$ cat src/rtl/sd_cmd_fsm_ctrl.sv
// sd_cmd_fsm_ctrl
// Command-path sequencer for the SD host. It owns the CMD state machine and the
// bit counters that drive the command send shift register. It also times the
// response (NCR) window and the post-command NCC gap.
// Optional feature: define SD_CMD_RESP_TIMEOUT_EN to enable the NCR response
// timeout. Without it, WAIT_RECEIVE holds until a start bit or a soft reset.
//
// state             | meaning
// IDLE         (0)  | waiting for in_cmd_start
// SEND         (1)  | 48 command bits shifted out, has_send_bit counts 0..47
// WAIT_RECEIVE (2)  | NCR window, looking for the response start bit
// RECEIVE      (3)  | response bits counted into has_receive_bit
// STOP         (4)  | NCC idle gap before returning to IDLE
// 5..7              | illegal, recover to IDLE on the next clock

module sd_cmd_fsm_ctrl #(
`ifdef SD_CMD_RESP_TIMEOUT_EN
    parameter int RESP_TIMEOUT = 64,
`endif
    parameter int NCC_CYCLES   = 8
) (
    input  logic       in_sd_clk,
    input  logic       hrst_n,
    input  logic       in_soft_reset,
    input  logic       in_cmd_start,
    input  logic [1:0] in_response_type,
    input  logic       in_sd_cmd_in,
    output logic [2:0] out_current_state,
    output logic [5:0] out_has_send_bit,
    output logic [7:0] out_has_receive_bit,
    output logic       out_cmd_busy,
    output logic       out_end_command,
    output logic       out_resp_timeout
);

    localparam logic [2:0] CMD_STATE_IDLE         = 3'd0;
    localparam logic [2:0] CMD_STATE_SEND         = 3'd1;
    localparam logic [2:0] CMD_STATE_WAIT_RECEIVE = 3'd2;
    localparam logic [2:0] CMD_STATE_RECEIVE      = 3'd3;
    localparam logic [2:0] CMD_STATE_STOP         = 3'd4;

    localparam logic [5:0] SEND_LAST     = 6'd47;
    localparam logic [7:0] RECV_LAST_48  = 8'd47;
    localparam logic [7:0] RECV_LAST_136 = 8'd135;

    localparam int               NCC_W    = (NCC_CYCLES > 1) ? $clog2(NCC_CYCLES) : 1;
    localparam logic [NCC_W-1:0] NCC_LAST = NCC_W'(NCC_CYCLES - 1);

    logic [2:0]       state_q;
    logic [2:0]       state_nxt;
    logic [1:0]       resp_type_q;
    logic [NCC_W-1:0] ncc_cnt_q;
    logic [7:0]       recv_last;
    logic             timeout_hit;

    assign out_current_state = state_q;

    // Only an explicit 136-bit request uses the long response; 11 behaves as 48-bit.
    assign recv_last = (resp_type_q == 2'b10) ? RECV_LAST_136 : RECV_LAST_48;

`ifdef SD_CMD_RESP_TIMEOUT_EN
    localparam int                WAIT_W    = (RESP_TIMEOUT > 1) ? $clog2(RESP_TIMEOUT) : 1;
    localparam logic [WAIT_W-1:0] WAIT_LAST = WAIT_W'(RESP_TIMEOUT - 1);

    logic [WAIT_W-1:0] wait_cnt_q;
    logic              resp_timeout_q;

    // A start bit seen on the last window cycle still wins over the timeout.
    assign timeout_hit      = (state_q == CMD_STATE_WAIT_RECEIVE) && in_sd_cmd_in &&
                              (wait_cnt_q == WAIT_LAST);
    assign out_resp_timeout = resp_timeout_q;

    // NCR window counter (restarts on each WAIT_RECEIVE entry) and sticky timeout flag
    always_ff @(posedge in_sd_clk or negedge hrst_n) begin
        if (!hrst_n) begin
            wait_cnt_q     <= '0;
            resp_timeout_q <= 1'b0;
        end else if (!in_soft_reset) begin
            wait_cnt_q     <= '0;
            resp_timeout_q <= 1'b0;
        end else begin
            if ((state_q == CMD_STATE_WAIT_RECEIVE) && (state_nxt == CMD_STATE_WAIT_RECEIVE))
                wait_cnt_q <= wait_cnt_q + 1'b1;
            else
                wait_cnt_q <= '0;

            if ((state_q == CMD_STATE_IDLE) && in_cmd_start)
                resp_timeout_q <= 1'b0;
            else if (timeout_hit)
                resp_timeout_q <= 1'b1;
        end
    end
`else
    assign timeout_hit      = 1'b0;
    assign out_resp_timeout = 1'b0;
`endif

    // Next-state decode
    always_comb begin
        state_nxt = state_q;
        case (state_q)
            CMD_STATE_IDLE: begin
                if (in_cmd_start)
                    state_nxt = CMD_STATE_SEND;
            end
            CMD_STATE_SEND: begin
                if (out_has_send_bit == SEND_LAST)
                    state_nxt = (resp_type_q == 2'b00) ? CMD_STATE_STOP : CMD_STATE_WAIT_RECEIVE;
            end
            CMD_STATE_WAIT_RECEIVE: begin
                if (!in_sd_cmd_in)
                    state_nxt = CMD_STATE_RECEIVE;
                else if (timeout_hit)
                    state_nxt = CMD_STATE_STOP;
            end
            CMD_STATE_RECEIVE: begin
                if (out_has_receive_bit == recv_last)
                    state_nxt = CMD_STATE_STOP;
            end
            CMD_STATE_STOP: begin
                if (ncc_cnt_q == NCC_LAST)
                    state_nxt = CMD_STATE_IDLE;
            end
            default: state_nxt = CMD_STATE_IDLE;
        endcase
    end

    // State register, bit counters and registered status outputs
    always_ff @(posedge in_sd_clk or negedge hrst_n) begin
        if (!hrst_n) begin
            state_q             <= CMD_STATE_IDLE;
            resp_type_q         <= 2'b00;
            ncc_cnt_q           <= '0;
            out_has_send_bit    <= '0;
            out_has_receive_bit <= '0;
            out_cmd_busy        <= 1'b0;
            out_end_command     <= 1'b0;
        end else if (!in_soft_reset) begin
            state_q             <= CMD_STATE_IDLE;
            resp_type_q         <= 2'b00;
            ncc_cnt_q           <= '0;
            out_has_send_bit    <= '0;
            out_has_receive_bit <= '0;
            out_cmd_busy        <= 1'b0;
            out_end_command     <= 1'b0;
        end else begin
            state_q         <= state_nxt;
            out_cmd_busy    <= (state_nxt != CMD_STATE_IDLE);
            out_end_command <= (state_q == CMD_STATE_STOP) && (state_nxt == CMD_STATE_IDLE);

            if ((state_q == CMD_STATE_STOP) && (state_nxt == CMD_STATE_STOP))
                ncc_cnt_q <= ncc_cnt_q + 1'b1;
            else
                ncc_cnt_q <= '0;

            case (state_q)
                CMD_STATE_IDLE: begin
                    if (in_cmd_start) begin
                        out_has_send_bit    <= '0;
                        out_has_receive_bit <= '0;
                        resp_type_q         <= in_response_type;
                    end
                end
                CMD_STATE_SEND: begin
                    if (out_has_send_bit != SEND_LAST)
                        out_has_send_bit <= out_has_send_bit + 1'b1;
                end
                CMD_STATE_WAIT_RECEIVE: begin
                    // The start bit itself is the first received bit.
                    if (state_nxt == CMD_STATE_RECEIVE)
                        out_has_receive_bit <= 8'd1;
                end
                CMD_STATE_RECEIVE: begin
                    if (out_has_receive_bit != recv_last)
                        out_has_receive_bit <= out_has_receive_bit + 1'b1;
                end
                default: ;
            endcase
        end
    end

endmodule
$ cat config.mk
export PLATFORM = sky130hd
export DESIGN_NAME = sd_cmd_fsm_ctrl
export DESIGN_NICKNAME = d
export VERILOG_FILES = /design/src/rtl/sd_cmd_fsm_ctrl.sv
export SDC_FILE = /design/constraint.sdc
export NUM_CORES = 1
export LEC_CHECK = 0
export CAP_MARGIN = 20
export CORE_ASPECT_RATIO = 0.9
export CORE_MARGIN = 5
export CORE_UTILIZATION = 51
export CTS_BUF_LIST = sky130_fd_sc_hd__clkbuf_16
export DETAILED_ROUTE_END_ITERATION = 6
export PLACE_DENSITY = 0.9
export SLEW_MARGIN = 10
export SYNTH_ARGS = -nofsm -noshare
export SYNTH_HDL_FRONTEND = slang
export SYNTH_SLANG_ARGS = --single-unit
$ cat constraint.sdc
create_clock -name in_sd_clk -period 2.37 [get_ports in_sd_clk]
set_clock_uncertainty 0.2 [all_clocks]
set_input_delay 0.474 -clock in_sd_clk [delete_from_list [all_inputs] [get_ports in_sd_clk]]
set_output_delay 0.474 -clock in_sd_clk [all_outputs]
set_load 0.1 [all_outputs]
==> results.txt <==
The final HPWL from detailed placement is 2.440 mm. The layout-stage area growth over the synthesis result is 25.11%. The required time reported for the critical path endpoint is 2.32 ns. Across the run, the number of max-cap violations was 0. The number of buffers added to fix hold violations after cts came out at 0. The area of all placed cells without fillers came out at 1795 um^2. The maximum net fanout on the critical path came out at 5. The number of hold violations in the final report came to 0. The data arrival at the endpoint of the critical path came out at 2.04 ns. Buffers added to address setup during post-CTS repair amount to 0.

The starting utilization of the core area came out at 52.66%. The number of clock sinks came out at 24. The max-slew headroom at the worst pin came out at 65.16%.

The final routed wirelength across all metal layers came out at 3.567 mm. The slew of the pin with the lowest slew margin is 0.5179 ns. The count of TritonRoute iterations in the first routing pass came out at 4. The worst setup margin is 0.2791 ns.

The overall die area is 3976 um^2. The maximum clock frequency is 0.4783 GHz. At the end of the flow, the number of nets in the layout was 194. The netlist uses 45 different library cells.

During I/O placement, the number of pins put on the boundary was 27. The CTS tree is built. The H-tree depth is 1.

The leading register cell type out of synthesis is sky130_fd_sc_hd__dfrtp_1. The final RePlAce weighted congestion came out at 0.8718. Timing analysis after detailed placement gives a worst setup slack of 0.01672 ns. The die boundary height is 60.33 um. After the first detailed-routing iteration, the DRC count stood at 122. The first global-routing pass estimated 6.216 mm of wire. Summed over all failing endpoints, the final setup total negative slack is 0 ns. The core region is 2725 um^2. Across all hold checks on the routed design, the worst slack comes to 0.2425 ns. Yosys attributes the largest share of cell area to sky130_fd_sc_hd__dfrtp_1 42%, sky130_fd_sc_hd__nand2_1 5.0%, sky130_fd_sc_hd__a21oi_1 3.5%.

In the layout the commonest cells are 25 x sky130_fd_sc_hd__buf_4, 19 x sky130_fd_sc_hd__nand2_1, 17 x sky130_fd_sc_hd__dfrtp_1. The clock latency reported for the late side of the worst-skew pair came out at 0.26 ns. The count of state elements after synthesis is 24. The post-synth design cell area came out at 1435 um^2. In this run, CTS created clock tree buffers numbering 3. The number of antenna repair diodes came out at 0.

The synthesized design spends more area on one cell type than any other, namely sky130_fd_sc_hd__dfrtp_1. In this run the worst hold path is classified as reg -> reg. The floorplan step set the die width to 65.92 um. The number of filler cells placed in the layout came out at 207. The largest net degree at the start of global routing came out at 25.

The post-synthesis area per instance is 9.141 um^2. Synthesis produced a netlist whose cell count is 157. The fraction of post-synthesis cell area in the top cell type by area is 41.85%. The total overflow left after global routing is 0. The number of enable-type register cells in the synthesized netlist came out at 0. The post-synthesis sequential area ratio came out at 41.85%. For this design the ratio of total power to cell area is 582.6 nW/um^2.

The count of nets left with antenna violations once routing finished came out at 0. The number of cell rows came out at 18. CTS placed an instance of sky130_fd_sc_hd__clkbuf_16 at the clock tree root.

The number of global-route vias before repair came out at 1290. The post-placement cell area came out at 1690 um^2. Setup repair after global routing left no endpoint under its margin. The total leakage power came out at 0.0008149 uW. For this run, the number of Yosys warnings is 0. The routed wire length per instance came out at 16.07 um. The net count after synthesis came out at 168. The fraction of final layout cells sized beyond drive strength 1 is 21.98%.

The total chip power is 1046 uW. Leaving out fill and tap cells, the most frequent cell in the layout is sky130_fd_sc_hd__buf_4. The final-report max-slew violation count is 0.

The deepest clock path buffer count came out at 2. The worst setup path is launched from an input port. The worst path in the final design needs a cycle of 2.091 ns, including I/O delays and setup. The clock transition at the registers of the reported paths came out at 0.06 ns. The fraction of synthesis flops using an asynchronous set or reset pin is 100.0%. The flow ran to the end, and the final reports show no timing, DRC or antenna violations. The endpoint class of the critical path is a register.

The global routing usage summed across all routing layers came out at 19.99%. The routed via count came out at 1358. The worst path uses 88.22% of the clock period. The number of port buffers is 25. The highest ir drop seen on vdd is 262.3 uV. The number of vias per cell came out at 6.117. The worst setup path is of the in -> reg kind.

The number of remaining DRC errors is 0. The initial antenna violation count came out at 0. The count of cells resized by post-cts repair is 0. The number of endpoints failing setup at the final stage came out at 0.
==> cell type report <==
type / count / area, um^2 / area share, %
timing repair buffer: 31 / 247.7 / 13.80
inverter: 3 / 11.26 / 0.6272
multi-input combinational: 120 / 772.0 / 43.00
tap: 40 / 50.05 / 2.787
sequential: 24 / 609.3 / 33.94
clock inverter: 1 / 30.03 / 1.672
clock buffer: 3 / 75.07 / 4.181
==> registers in the layout (all words and copies together), names as in the netlist <==
register             flops
ncc_cnt_q                3
out_cmd_busy             1
out_current_state        3
out_end_command          1
out_has_receive_bit      8
out_has_send_bit         6
resp_type_q              2
==> cells by family after synthesis <==
logic type / share of synthesized area, %
buf+inv: 4.359
simple gates: 27.38
other cells: 0.2613
compound gates: 20.58
fa+ha+maj: 3.487
flops: 41.85
mux: 2.092
==> through the flow <==
step,util (%),cells
after global placement,62.03,218
after global routing,65.89,222
after CTS,65.89,222
final,65.89,222
after detailed placement,62.03,218
after floorplan,-,157
==> path summary, 6_finish.rpt <==
| path | depth (start not counted) | slack (ns) | endpoint | start |
|---|---|---|---|---|
| min in group asynchronous | 2 | 0.37 | out_end_command | hrst_n |
| hold / removal | 1 | 0.24 | ncc_cnt_q[0] | ncc_cnt_q[0] |
| setup reg to reg | 5 | 0.30 | out_has_send_bit[5] | out_has_send_bit[0] |
| setup / recovery | 4 | 0.28 | out_has_send_bit[0] | in_cmd_start |
| max in group asynchronous | 2 | 1.34 | out_current_state[0] | hrst_n |
| hold reg to reg | 1 | 0.24 | ncc_cnt_q[0] | ncc_cnt_q[0] |
==> routing by layer <==
metal / vias to the layer above / wire (um) / track usage (%)
met2: 77 / 1727 / 31.86
met3: 2 / 321 / 3.008
met5: - / 0 / 0
li1: 627 / - / -
met1: 652 / 1502 / 28.72
met4: 0 / 16 / 5.030
==> critical path, cell delays in order <==
cell and delay (ns):
sky130_fd_sc_hd__clkdlybuf4s50_1 0.51, sky130_fd_sc_hd__or4b_2 0.67, sky130_fd_sc_hd__and3_1 0.20, sky130_fd_sc_hd__o21a_1 0.18
==> power by group <==
part	internal, uW	switching, uW	leakage (uW)
clock network	336	148	0.0000511
registers	417	12.4	0.000320
logic	43.3	90.1	0.000444
total	796	250	0.000815
==> synthesized netlist by cell type, types with 2 or more instances <==
library cell / count
sky130_fd_sc_hd__dfrtp_1: 24
sky130_fd_sc_hd__nand2_1: 19
sky130_fd_sc_hd__a21oi_1: 10
sky130_fd_sc_hd__nand3_1: 10
sky130_fd_sc_hd__nor2_1: 10
sky130_fd_sc_hd__clkbuf_1: 6
sky130_fd_sc_hd__and3_1: 5
sky130_fd_sc_hd__nor3_1: 5
sky130_fd_sc_hd__o21a_1: 5
sky130_fd_sc_hd__ha_1: 4
sky130_fd_sc_hd__nor2b_1: 4
sky130_fd_sc_hd__a311oi_1: 3
sky130_fd_sc_hd__a31oi_1: 3
sky130_fd_sc_hd__and2_1: 3
sky130_fd_sc_hd__inv_1: 3
sky130_fd_sc_hd__mux2i_1: 3
sky130_fd_sc_hd__o211ai_1: 3
sky130_fd_sc_hd__or4_1: 3
sky130_fd_sc_hd__a211oi_1: 2
sky130_fd_sc_hd__a221oi_1: 2
sky130_fd_sc_hd__buf_2: 2
sky130_fd_sc_hd__nand2b_1: 2
sky130_fd_sc_hd__nand3b_1: 2
sky130_fd_sc_hd__nor4b_1: 2
sky130_fd_sc_hd__o21ai_0: 2
No activity file was read; power rests on OpenSTA's default activity.
